`config.mk`:
```
export PLATFORM = sky130hd
export DESIGN_NAME = lcd_bus_responder
export DESIGN_NICKNAME = d
export VERILOG_FILES = /design/src/rtl/lcd_pkg.sv /design/src/rtl/lcd_ddram.sv /design/src/rtl/lcd_bus_responder.sv
export SDC_FILE = /design/constraint.sdc
export NUM_CORES = 1
export LEC_CHECK = 0
export CAP_MARGIN = 5
export CORE_MARGIN = 10
export CORE_UTILIZATION = 50
export DETAILED_ROUTE_END_ITERATION = 10
export PLACE_DENSITY = 0.67
export RECOVER_POWER = 50
export SLEW_MARGIN = 0
export SYNTH_ARGS = -nofsm -noshare
export SYNTH_HDL_FRONTEND = slang
export SYNTH_SLANG_ARGS = --single-unit
```
`constraint.sdc`:
```
create_clock -name clk_clk -period 3.2 [get_ports clk_clk]
set_clock_uncertainty 0.1 [all_clocks]
set_input_delay 0.64 -clock clk_clk [delete_from_list [all_inputs] [get_ports clk_clk]]
set_output_delay 0.64 -clock clk_clk [all_outputs]
set_load 0.05 [all_outputs]
```
`src/rtl/lcd_pkg.sv`:
```
// lcd_pkg: opcode masks, DDRAM address map and fill/busy state
// shared by the LCD bus responder and its DDRAM.
package lcd_pkg;

  localparam logic [7:0] OP_CLEAR = 8'h01;
  localparam logic [7:0] OP_HOME  = 8'h02;
  localparam logic [7:0] OP_ENTRY = 8'h04;
  localparam logic [7:0] OP_DISP  = 8'h08;
  localparam logic [7:0] OP_SHIFT = 8'h10;
  localparam logic [7:0] OP_FSET  = 8'h20;
  localparam logic [7:0] OP_CGRAM = 8'h40;
  localparam logic [7:0] OP_DDRAM = 8'h80;

  localparam logic [6:0] AC_ROW0     = 7'h00;
  localparam logic [6:0] AC_ROW0_END = 7'h27;
  localparam logic [6:0] AC_ROW1     = 7'h40;
  localparam logic [6:0] AC_ROW1_END = 7'h67;
  localparam int         ROW_LEN     = 16;

  localparam logic [7:0] FILL_CHAR = 8'h20;

  typedef enum logic [1:0] {IDLE, FILL, BUSY} fill_state_e;

  // Address counter step with the two-row wrap points.
  function automatic logic [6:0] ac_step(
    input logic [6:0] ac,
    input logic       up
  );
    if (up) begin
      if (ac == AC_ROW0_END) return AC_ROW1;
      if (ac == AC_ROW1_END) return AC_ROW0;
      return ac + 7'd1;
    end
    if (ac == AC_ROW0) return AC_ROW1_END;
    if (ac == AC_ROW1) return AC_ROW0_END;
    return ac - 7'd1;
  endfunction

  // {valid, index}: only the visible 16 columns of each row are stored.
  function automatic logic [5:0] ac_map(input logic [6:0] ac);
    if (ac < AC_ROW0 + 7'(ROW_LEN))
      return {2'b10, ac[3:0]};
    if (ac >= AC_ROW1 && ac < AC_ROW1 + 7'(ROW_LEN))
      return {2'b11, ac[3:0]};
    return 6'd0;
  endfunction

endpackage

```
`src/rtl/lcd_ddram.sv`:
```
// lcd_ddram: 32x8 character store, one write port and
// two registered read ports (bus side and mirror side).
module lcd_ddram (
  input  logic       clk_i,
  input  logic       rst_i,
  input  logic       we_i,
  input  logic [4:0] waddr_i,
  input  logic [7:0] wdata_i,
  input  logic [4:0] braddr_i,
  output logic [7:0] brdata_o,
  input  logic [4:0] mraddr_i,
  output logic [7:0] mrdata_o
);

  logic [7:0] mem_q [32];
  logic [7:0] bdat_q;
  logic [7:0] mdat_q;

  // Write port; reads in the same cycle see the old byte.
  always_ff @(posedge clk_i) begin
    if (we_i) mem_q[waddr_i] <= wdata_i;
  end

  // Both read ports registered, cleared while in reset.
  always_ff @(posedge clk_i) begin
    if (rst_i) begin
      bdat_q <= 8'h00;
      mdat_q <= 8'h00;
    end else begin
      bdat_q <= mem_q[braddr_i];
      mdat_q <= mem_q[mraddr_i];
    end
  end

  assign brdata_o = bdat_q;
  assign mrdata_o = mdat_q;

endmodule

```
`src/rtl/lcd_bus_responder.sv`:
```
// lcd_bus_responder: HD44780-style bus device with 16x2 DDRAM.
// Define LCD_NIBBLE_MODE_EN to enable 4-bit transfers.
module lcd_bus_responder
  import lcd_pkg::*;
#(
  parameter int BUSY_CYCLES  = 2000,
  parameter int CLEAR_CYCLES = 82000
) (
  input  logic       clk_clk,
  input  logic       reset_reset,
  input  logic [7:0] lcd_data_lcd_data,
  input  logic       lcd_enable_lcd_enable,
  input  logic       lcd_rs_lcd_rs,
  input  logic       lcd_rw_lcd_rw,
  output logic [7:0] lcd_rdata,
  output logic       lcd_rdata_oe,
  input  logic [4:0] char_rd_addr,
  output logic [7:0] char_rd_data,
  output logic       busy,
  output logic [6:0] cursor_addr,
  output logic       display_on,
  output logic       err_pulse
);

  localparam int CW = $clog2(CLEAR_CYCLES + 1);

  logic [10:0] sync1_q, sync2_q;
  logic        e_prev_q;
  logic        st_fall_q, st_rise_q, st_rs_q, st_rw_q;
  logic [7:0]  st_data_q;

  fill_state_e state_q, state_d;
  logic [CW-1:0] cnt_q, cnt_d;
  logic [4:0]  fidx_q, fidx_d;
  logic [6:0]  ac_q, ac_d;
  logic        id_q, id_d;
  logic        disp_q, disp_d;
  logic [7:0]  rdata_q, rdata_d;
  logic        oe_q, oe_d;
  logic        err_q;

  logic        busy_w, wr_fall, exec, err, slow, clr;
  logic [7:0]  exec_byte;
  logic        we_w;
  logic [4:0]  waddr_w;
  logic [7:0]  wdata_w, bus_rd;
  logic [5:0]  map_w;

  assign busy_w  = (state_q != IDLE);
  assign wr_fall = st_fall_q && !st_rw_q;
  assign map_w   = ac_map(ac_q);

  // Two-flop synchronizer on the whole bus, then registered E edges.
  always_ff @(posedge clk_clk) begin
    if (reset_reset) begin
      sync1_q   <= '0;
      sync2_q   <= '0;
      e_prev_q  <= 1'b0;
      st_fall_q <= 1'b0;
      st_rise_q <= 1'b0;
      st_rs_q   <= 1'b0;
      st_rw_q   <= 1'b0;
      st_data_q <= '0;
    end else begin
      sync1_q   <= {lcd_enable_lcd_enable, lcd_rs_lcd_rs,
                    lcd_rw_lcd_rw, lcd_data_lcd_data};
      sync2_q   <= sync1_q;
      e_prev_q  <= sync2_q[10];
      st_fall_q <= e_prev_q & ~sync2_q[10];
      st_rise_q <= ~e_prev_q & sync2_q[10];
      st_rs_q   <= sync2_q[9];
      st_rw_q   <= sync2_q[8];
      st_data_q <= sync2_q[7:0];
    end
  end

`ifdef LCD_NIBBLE_MODE_EN
  logic       four_q, hi_q, fset;
  logic [3:0] nib_q;

  // Assemble nibble pairs; busy only gates the first half.
  always_comb begin
    exec      = 1'b0;
    err       = 1'b0;
    exec_byte = st_data_q;
    if (!four_q) begin
      exec = wr_fall && !busy_w;
      err  = wr_fall && busy_w;
    end else if (hi_q) begin
      err = wr_fall && busy_w;
    end else begin
      exec      = wr_fall;
      exec_byte = {nib_q, st_data_q[7:4]};
    end
    fset = exec && !st_rs_q && (exec_byte[7:5] == 3'b001);
  end

  // Bus width select and nibble phase tracking.
  always_ff @(posedge clk_clk) begin
    if (reset_reset) begin
      four_q <= 1'b0;
      hi_q   <= 1'b1;
      nib_q  <= '0;
    end else if (fset) begin
      four_q <= ~exec_byte[4];
      hi_q   <= 1'b1;
    end else if (four_q && wr_fall && (!hi_q || !busy_w)) begin
      hi_q <= ~hi_q;
      if (hi_q) nib_q <= st_data_q[7:4];
    end
  end
`else
  assign exec      = wr_fall && !busy_w;
  assign err       = wr_fall && busy_w;
  assign exec_byte = st_data_q;
`endif

  // Fill/busy sequencing, instruction decode and read returns.
  always_comb begin
    state_d = state_q;
    cnt_d   = cnt_q;
    fidx_d  = fidx_q;
    ac_d    = ac_q;
    id_d    = id_q;
    disp_d  = disp_q;
    rdata_d = rdata_q;
    oe_d    = oe_q;
    we_w    = 1'b0;
    waddr_w = fidx_q;
    wdata_w = FILL_CHAR;
    slow    = 1'b0;
    clr     = 1'b0;
    if (cnt_q != '0) cnt_d = cnt_q - CW'(1);
    unique case (state_q)
      FILL: begin
        we_w   = 1'b1;
        fidx_d = fidx_q + 5'd1;
        if (fidx_q == 5'd31)
          state_d = (cnt_d != '0) ? BUSY : IDLE;
      end
      BUSY: if (cnt_d == '0) state_d = IDLE;
      default: ;
    endcase
    if (exec) begin
      if (st_rs_q) begin
        if (map_w[5]) begin
          we_w    = 1'b1;
          waddr_w = map_w[4:0];
          wdata_w = exec_byte;
        end
        ac_d = ac_step(ac_q, id_q);
      end else begin
        priority case (1'b1)
          |(exec_byte & OP_DDRAM): ac_d = exec_byte[6:0];
          |(exec_byte & OP_CGRAM): ;
          |(exec_byte & OP_FSET):  ;
          |(exec_byte & OP_SHIFT):
            if (!exec_byte[3]) ac_d = ac_step(ac_q, exec_byte[2]);
          |(exec_byte & OP_DISP):  disp_d = exec_byte[2];
          |(exec_byte & OP_ENTRY): id_d = exec_byte[1];
          |(exec_byte & OP_HOME): begin
            ac_d = '0;
            slow = 1'b1;
          end
          |(exec_byte & OP_CLEAR): begin
            ac_d = '0;
            id_d = 1'b1;
            slow = 1'b1;
            clr  = 1'b1;
          end
          default: ;
        endcase
      end
      cnt_d   = slow ? CW'(CLEAR_CYCLES) : CW'(BUSY_CYCLES);
      state_d = clr ? FILL : BUSY;
      if (clr) fidx_d = '0;
    end
    if (st_fall_q && st_rw_q && st_rs_q) ac_d = ac_step(ac_q, id_q);
    if (st_rise_q && st_rw_q) begin
      oe_d    = 1'b1;
      rdata_d = !st_rs_q ? {busy_w, ac_q} :
                map_w[5] ? bus_rd : FILL_CHAR;
    end else if (st_fall_q) begin
      oe_d = 1'b0;
    end
  end

  // Architectural state; reset restarts the DDRAM fill.
  always_ff @(posedge clk_clk) begin
    if (reset_reset) begin
      state_q <= FILL;
      cnt_q   <= '0;
      fidx_q  <= '0;
      ac_q    <= '0;
      id_q    <= 1'b1;
      disp_q  <= 1'b0;
      rdata_q <= '0;
      oe_q    <= 1'b0;
      err_q   <= 1'b0;
    end else begin
      state_q <= state_d;
      cnt_q   <= cnt_d;
      fidx_q  <= fidx_d;
      ac_q    <= ac_d;
      id_q    <= id_d;
      disp_q  <= disp_d;
      rdata_q <= rdata_d;
      oe_q    <= oe_d;
      err_q   <= err;
    end
  end

  lcd_ddram u_ddram (
    .clk_i    (clk_clk),
    .rst_i    (reset_reset),
    .we_i     (we_w),
    .waddr_i  (waddr_w),
    .wdata_i  (wdata_w),
    .braddr_i (map_w[4:0]),
    .brdata_o (bus_rd),
    .mraddr_i (char_rd_addr),
    .mrdata_o (char_rd_data)
  );

  assign lcd_rdata    = rdata_q;
  assign lcd_rdata_oe = oe_q;
  assign busy         = busy_w;
  assign cursor_addr  = ac_q;
  assign display_on   = disp_q;
  assign err_pulse    = err_q;

endmodule
```
==> impl_metrics.yaml, run 1 <==
timing:
  final_hold_viol_count: 0
  grt_setup_unrepaired: "false"
  fin_crit_sh: 0.919
  setup_viol: 0
  worstMarginPinSlew_ps: 1950
  relSlewSlack: -0.298
  max_freq_mhz: 340
  fin_crit_ps: 2940
  finalSetupTns_ps: 0
  slew_violations: 111
run_status:
  violations: "max-capacitance violations, max-slew violations"
  outcome: "finished, violations left"
synth:
  synth_ff_type: "edfxtp_1"
  syn-num-nets: 1251
  synth_top_cell_area_share: 0.468
  ys.warnings.count: 0
  async_flop_share: 0
  yosysTopAreaCell: "edfxtp_1"
  synth_area_sq_mm: 0.0164
  ys_seq_elements: 350
  netlist_instances: 1228
  synthTopCellsByArea: "edfxtp_1, mux4_2, dfxtp_1"
  ys_types: 66
  synth_edf_count: 256
  ys_seq_area_frac: 0.583
  syn_avg_cell_area_sq_um: 13.4
die:
  die_y_um: 201
  core_area_sq_mm: 0.0325
  die_area_sq_mm: 0.0405
  start_util: 0.506
  ioPinCount: 45
  rows: 66
  die_x_um: 201
drt:
  vias_per_cell: 6.32
  via_count: 11400
  wire_per_inst_um: 25.9
  drt_iter0_drc: 1336
  firstDrtPassIters: 5
  route.detailed.drc: 0
  drt.antenna.violating_nets: 0
  wl_mm: 46.6
grt:
  grt_pass1_vias: 11100
  grt_pass1_wl_mm: 69.7
  grt_antenna_before_repair: 1
  grt-ovfl-total: 0
  grt_usage: 0.226
  grt_max_degree: 45
cts:
  cts_buffer_depth: 3
  cts_resized: 0
  cts_tree: "done"
  path_clk_slew_ps: 60
  ctsRootBufferMaster: "clkbuf_16"
  clock_latency_ps: 540
  cts_buffers: 37
  htree_levels: 2
  cts_setup_buffers: 0
  hold_buffers: 0
  cts_num_sinks: 350
worst_setup_path:
  arrival_ps: 2200
  crit_fanout: 28
  end_kind: "output port"
  critPathRequiredTime_ps: 2460
  crit_path_start_kind: "register"
  ff2ff_setup_slack_ps: 300
  critPathKind: "reg2out"
layout:
  fin_area_sq_mm: 0.0191
  antennaDiodeCount: 0
  nets: 1351
  drive_gt1_frac: 0.217
  syn_to_final_growth_pct: 16.6
pwr:
  leakagePower_uw: 0.00698
  ir_drop_mv: 0.453
  cellPowerDensity_mw_per_mm2: 570
placed_design:
  hpwlAfterDp_mm: 30.3
  placed_area_sq_mm: 0.0180
  routabilityCongestion: 0.898
  port_buffers: 44
flow_run:
  maxCapViolCount: 3
worst_hold_path:
  hp-class: "reg2reg"
-- cell families after synthesis --
kind of cell,Yosys count,share of synthesized area
fa+ha+maj,5,0.00381
flops,350,0.583
simple gates,420,0.123
compound gates,180,0.0768
buf+inv,104,0.0257
mux,152,0.178
xor+xnor,17,0.00907
-- per-stage QoR --
step	util	total power, uW	hold WS, ps	worst slack, ps	cells
after floorplan	-	6330	283	73.0	1228
after global routing	0.590	11300	354	101	1798
after detailed placement	0.553	6660	318	414	1731
after CTS	0.591	10900	326	243	1798
final	0.590	10900	315	260	1798
after global placement	0.553	6640	299	439	1731
-- cell usage in the layout (no fill, tap or decap), types with 12 or more instances in the layout --
cell type / synthesis / routed
edfxtp_1: 256 / 256
dfxtp_1: 94 / 92
a211oi_1: 35 / 35
a21oi_1: 31 / 31
buf_4: 0 / 88
nand2b_1: 18 / 18
mux2i_1: 40 / 40
nand2_1: 124 / 124
clkbuf_16: 0 / 39
clkdlybuf4s50_1: 0 / 41
inv_1: 13 / 13
clkbuf_1: 60 / 20
nand3_1: 48 / 48
nor2_1: 114 / 112
mux4_2: 112 / 112
nor2b_1: 49 / 49
xnor2_1: 12 / 12
o21ai_0: 27 / 27
a31oi_1: 16 / 16
-- critical path, stage by stage, from the launching register on --
cell	delay (ps)
dfxtp_2	340
buf_4	420
clkdlybuf4s50_1	900
-- area by class of cell --
type / count / area (sq um)
clock buffers: 53 / 1050
clock inverters: 14 / 179
fillers: 2533 / 13300
inverters: 14 / 52.6
multi-input cells: 774 / 6430
flip-flops and latches: 350 / 9570
well taps: 442 / 553
repair buffers: 151 / 1290
-- report_power, final --
group,switching (uW),internal [uW]
Clock,1770,2550
Combinational,770,661
Sequential,173,4970
-- synthesized netlist by cell type (5+ instances only) --
| cell type | count |
|---|---|
| a311oi_1 | 9 |
| or2_2 | 10 |
| dfxtp_1 | 94 |
| mux2i_1 | 40 |
| nand3_1 | 48 |
| and3_1 | 5 |
| a21oi_1 | 31 |
| o21ai_0 | 27 |
| nand2b_1 | 18 |
| buf_1 | 15 |
| or3_1 | 6 |
| xor2_1 | 5 |
| nor2b_1 | 49 |
| a211oi_1 | 35 |
| ha_1 | 5 |
| nor3b_1 | 6 |
| edfxtp_1 | 256 |
| nor2_1 | 114 |
| nand2_1 | 124 |
| mux4_2 | 112 |
| a22oi_1 | 8 |
| nor3_1 | 10 |
| buf_2 | 13 |
| o22ai_1 | 9 |
| clkbuf_1 | 60 |
| and2_1 | 6 |
| xnor2_1 | 12 |
| inv_1 | 13 |
| o2111a_1 | 8 |
| a31oi_1 | 16 |
-- flip-flops by register name (all words and copies together) (netlist names) --
register / flops
lcd_rdata_oe: 1
cnt_q: 17
sync2_q: 11
display_on: 1
st_fall_q: 1
u_ddram.mrdata_o: 8
id_q: 1
exec_byte: 8
err_pulse: 1
cursor_addr: 7
fidx_q: 5
e_prev_q: 1
st_rw_q: 1
sync1_q: 11
lcd_rdata: 8
u_ddram.brdata_o: 8
u_ddram.mem_q: 256
state_q: 2
st_rise_q: 1
st_rs_q: 1
-- path summary, 6_finish.rpt --
kind | cells after the start | endpoint | from
worst max-delay path | 2 | cursor_addr[2] | cursor_addr[2]$_SDFFE_PP0P_
worst min-delay path | 1 | st_rise_q$_SDFF_PP0_ | e_prev_q$_SDFF_PP0_
worst max register to register | 5 | u_ddram.mem_q[12][6]$_DFFE_PP_ | state_q[1]$_SDFFE_PP0P_
worst min register to register | 1 | st_rise_q$_SDFF_PP0_ | e_prev_q$_SDFF_PP0_
-- metal layers --
metal  share of wire  track usage  up-vias  wire length [um]
li1                -            -     4939                 -
met1            0.39        0.296     5613             18100
met2            0.47        0.357      662             21900
met3           0.095       0.0439      141              4410
met4           0.046        0.104        0              2140
met5               0            0        -                 0
(Power assumes the default switching activity.)
==> run 2, diff against run 1 <==
- ABC_AREA: unset -> 1
==> impl_metrics.yaml, run 2 <==
timing:
  finalSetupTns_ps: 0
  fin_crit_sh: 0.873
  max_freq_mhz: 358
  holdWs_ps: 288
  slew_violations: 80
  fin_crit_ps: 2790
  grt_setup_unrepaired: "false"
  relSlewSlack: -0.447
  setup_viol: 0
  worstMarginPinSlew_ps: 2170
  final_hold_viol_count: 0
layout:
  final_common_cell: "nor2_1"
  drive_gt1_frac: 0.106
  nets: 1879
  regMostFlops: "u_ddram.mem_q"
  fin_cells: 2333
  top_regs: "u_ddram.mem_q (256), cnt_q (17)"
  largest_register_ffs: 256
  syn_to_final_growth_pct: 14.8
  final_util: 0.579
  fill_cells: 2880
  antennaDiodeCount: 0
  mostFrequentLayoutCells: "nor2_1, edfxtp_1, o21ai_0, nand2_1, inv_1"
cts:
  path_clk_slew_ps: 60
  cts_resized: 0
  clock_latency_ps: 540
  cts_setup_buffers: 0
  ctsRootBufferMaster: "clkbuf_16"
  cts_buffers: 40
  cts_num_sinks: 350
  cts_tree: "done"
  cts_buffer_depth: 3
  htree_levels: 2
  hold_buffers: 0
synth:
  post-synth-top-count-cell: "nor2_1"
  synthTopCellsByArea: "edfxtp_1, dfxtp_1, nor2_1"
  ys.warnings.count: 0
  synth_edf_count: 256
  synth_area_sq_mm: 0.0168
  syn-num-nets: 1816
  syn_avg_cell_area_sq_um: 9.38
  async_flop_share: 0
  ys_seq_area_frac: 0.569
  synth_commonest_cells: "nor2_1, edfxtp_1, o21ai_0, nand2_1, inv_1"
  netlist_instances: 1793
  ys_seq_elements: 350
  synth_top_cell_area_share: 0.457
  synth_ff_type: "edfxtp_1"
  ys_types: 51
  yosysTopAreaCell: "edfxtp_1"
worst_setup_path:
  crit_path_start_kind: "register"
  path_cells: "nor2_4, inv_4, nor2_8, nand3_1, clkbuf_1"
  ff2ff_setup_slack_ps: 410
  cp_top_family: "buffers and inverters"
  cp_slowest_stage_delay_ps: 1300
  cpMaxStageDelayCell: "clkbuf_1"
  critPathKind: "reg2reg"
  critPathRequiredTime_ps: 3170
  worst-path-buf-inv: 2
  arrival_ps: 2760
  end_kind: "register"
  crit_fanout: 32
placed_design:
  hpwlAfterDp_mm: 34.1
  port_buffers: 44
  routabilityCongestion: 0.974
  dp_cells: 2262
pwr:
  cellPowerDensity_mw_per_mm2: 616
  leakagePower_uw: 0.00661
  ir_drop_mv: 0.550
grt:
  grt-ovfl-total: 0
  grt_antenna_before_repair: 0
  grt_pass1_vias: 13300
  grt_usage: 0.244
  grt_max_degree: 71
  grt_pass1_wl_mm: 78.8
drt:
  firstDrtPassIters: 6
  drt_iter0_drc: 2141
  drt.antenna.violating_nets: 0
  route.detailed.drc: 0
  wire_per_inst_um: 22.3
  wl_mm: 52.1
  via_count: 14400
  vias_per_cell: 6.16
die:
  core_area_sq_mm: 0.0334
  die_y_um: 203
  rows: 67
  die_x_um: 203
  ioPinCount: 45
  start_util: 0.504
  die_area_sq_mm: 0.0414
run_status:
  outcome: "finished, violations left"
  violations: "max-capacitance violations, max-slew violations"
flow_run:
  maxCapViolCount: 2
worst_hold_path:
  hp-class: "reg2reg"
run 2: kinds of logic (layout without fill, tap and decap cells):
kind of cell,Yosys count,after routing,synth area share
AO/OA/AOI/OAI,504,504,0.187
XOR/XNOR,11,11,0.00573
adder cells (fa/ha/maj),5,5,0.00372
buffers and inverters,230,322,0.0581
flip-flops,350,350,0.569
AND/OR/NAND/NOR,693,693,0.177
run 2: where the power goes:
group	total, uW	leakage (uW)	internal, uW	switching (uW)
registers	5410	0.00280	5190	216
clock network	4470	0.000635	2660	1810
logic	2040	0.00318	657	1380
total	11900	0.00661	8510	3400
run 2: area by class of cell:
type	instances	area, sq um	area share
Inverter	113	429	0.0222
Sequential cell	350	9570	0.495
Multi-Input combinational cell	1213	6270	0.325
Tap cell	448	561	0.0290
Clock inverter	20	184	0.00952
Timing Repair Buffer	138	1210	0.0626
Clock buffer	51	1090	0.0566
run 2: path summary, 6_finish.rpt:
path	startpoint	to	cells past startpoint
worst max-delay path	cursor_addr[5]$_SDFFE_PP0P_	u_ddram.mem_q[29][5]$_DFFE_PP_	5
worst min-delay path	sync1_q[4]$_SDFF_PP0_	sync2_q[4]$_SDFF_PP0_	2
worst max register to register	cursor_addr[5]$_SDFFE_PP0P_	u_ddram.mem_q[29][5]$_DFFE_PP_	5
worst min register to register	sync1_q[4]$_SDFF_PP0_	sync2_q[4]$_SDFF_PP0_	2
run 2: worst reg2reg max path: stages (launching register included):
cell      delay (ps)
dfxtp_1          530
nor2_4            90
inv_4            150
nor2_8            70
nand3_1           90
clkbuf_1        1300
run 2: per-stage QoR:
step	worst slack, ps	total power (uW)	instance area (sq um)
after floorplan	516	6780	16800
after global placement	563	7430	18100
after detailed placement	470	7480	18100
after CTS	433	11900	19400
after global routing	136	12400	19300
final	407	11900	19300
run 2: layer usage:
metal	GRT usage	wire length (um)	up-vias
met2	0.374	23400	839
li1	-	-	6490
met5	0	0	-
met3	0.0539	5960	119
met1	0.341	21400	6925
met4	0.0709	1280	0
==> run 3, diff against run 2 <==
- CORE_MARGIN: 10 -> 2
- CTS_CLUSTER_SIZE: unset -> 20
==> impl_metrics.yaml, run 3 (same netlist as run 2, synthesis figures left out) <==
die:
  start_util: 0.504
  ioPinCount: 45
  core_area_sq_mm: 0.0334
  die_x_um: 187
  die_area_sq_mm: 0.0351
  rows: 67
  die_y_um: 187
cts:
  hold_buffers: 0
  cts_tree: "done"
  cts_setup_buffers: 0
  htree_levels: 2
  clock_latency_ps: 560
  cts_resized: 0
  ctsRootBufferMaster: "clkbuf_16"
  path_clk_slew_ps: 60
  cts_buffers: 39
  cts_buffer_depth: 3
  cts_num_sinks: 350
grt:
  use_met2: 0.434
  grt_pass1_vias: 12900
  grt_antenna_before_repair: 0
  use_met3: 0.0606
  grtUsageMet1: 0.404
  grt_pass1_wl_mm: 76.9
  grt-ovfl-total: 0
  grt.busiest_layer: "met2"
  grt_usage: 0.285
  grt_max_degree: 81
timing:
  worstMarginPinSlew_ps: 2130
  fin_crit_ps: 2880
  final_hold_viol_count: 0
  grt_setup_unrepaired: "false"
  finalSetupTns_ps: 0
  relSlewSlack: -0.417
  fin_crit_sh: 0.900
  slew_violations: 80
  setup_viol: 0
  max_freq_mhz: 347
drt:
  wl_mm: 50.7
  vias_per_cell: 6.14
  wire_per_inst_um: 21.8
  firstDrtPassIters: 6
  via_count: 14300
  drt_iter0_drc: 2032
  route.detailed.drc: 0
  drt.antenna.violating_nets: 0
run_status:
  outcome: "finished, violations left"
  violations: "max-capacitance violations, max-slew violations"
worst_setup_path:
  critPathLaunch: "state_q[1]$_SDFFE_PP0P_"
  critPathKind: "reg2reg"
  crit_top_cell: "nor2_1"
  critPathRequiredTime_ps: 3380
  crit_fanout: 24
  cpMaxStageDelayCell: "nor2_1"
  reg2reg_from: "state_q[1]$_SDFFE_PP0P_"
  path_cells: "nor2_1, inv_1, nor2_1, nand2_4, nor2_1, clkbuf_2"
  cp_slowest_stage_delay_ps: 710
  end_kind: "register"
  worst-path-buf-inv: 2
  cp_top_family: "simple AND/OR/NAND/NOR gates"
  arrival_ps: 3060
  crit_path_start_kind: "register"
layout:
  final_common_cell: "nor2_1"
  drive_gt1_frac: 0.103
  fin_cells: 2325
  top_regs: "u_ddram.mem_q (256), cnt_q (17)"
  mostFrequentLayoutCells: "nor2_1, edfxtp_1, o21ai_0, nand2_1, inv_1"
  fill_cells: 2935
  regMostFlops: "u_ddram.mem_q"
  nets: 1872
  antennaDiodeCount: 0
  largest_register_ffs: 256
  syn_to_final_growth_pct: 14.8
placed_design:
  dp_cells: 2256
  hpwlAfterDp_mm: 33.1
  routabilityCongestion: 0.947
  port_buffers: 44
pwr:
  leakagePower_uw: 0.00658
  ir_drop_mv: 0.452
  cellPowerDensity_mw_per_mm2: 617
worst_hold_path:
  hold_start: "sync1_q[4]$_SDFF_PP0_"
  hp-class: "reg2reg"
flow_run:
  maxCapViolCount: 2
run 3: worst paths after layout:
check	depth (start not counted)	slack, ps	to
worst min register to register	2	290	sync2_q[4]$_SDFF_PP0_
worst min-delay path	2	290	sync2_q[4]$_SDFF_PP0_
worst max-delay path	6	320	u_ddram.mem_q[6][2]$_DFFE_PP_
worst max register to register	6	320	u_ddram.mem_q[6][2]$_DFFE_PP_
run 3: power breakdown:
| part | total, uW | switching (uW) | leakage, uW | internal, uW |
|---|---|---|---|---|
| sequential | 5380 | 191 | 0.00280 | 5190 |
| combinational | 2010 | 1360 | 0.00315 | 653 |
| clock | 4520 | 1840 | 0.000636 | 2690 |
run 3: cell type report:
cell class                 instances  area, sq um  share of cell area
sequential                       350         9570               0.496
multi-input combinational       1213         6270               0.325
timing repair buffer             132         1180              0.0612
clock buffer                      52         1150              0.0596
tap                              448          561              0.0290
inverter                         113          429              0.0222
clock inverter                    17          144             0.00745
run 3: layer usage:
layer / wire (um) / up-vias
met5: 0 / -
met3: 5580 / 141
met1: 20700 / 6836
met2: 22500 / 821
li1: - / 6477
met4: 1940 / 0
run 3: per-stage QoR:
stage               setup WS (ps)   util  power, uW  area (sq um)  hold WS (ps)
global route                  233  0.579      12400         19300           309
finish                        319  0.579      11900         19300           293
detailed placement            480  0.542       7430         18100           292
CTS                           308  0.581      11900         19400           299
floorplan                     516      -       6780         16800           288
global placement              559  0.542       7390         18100           289
run 3: worst min-delay path, cell delays in order (launching register included):
cell and delay, ps:
dfxtp_1 290, inv_1 40, nor2_1 30
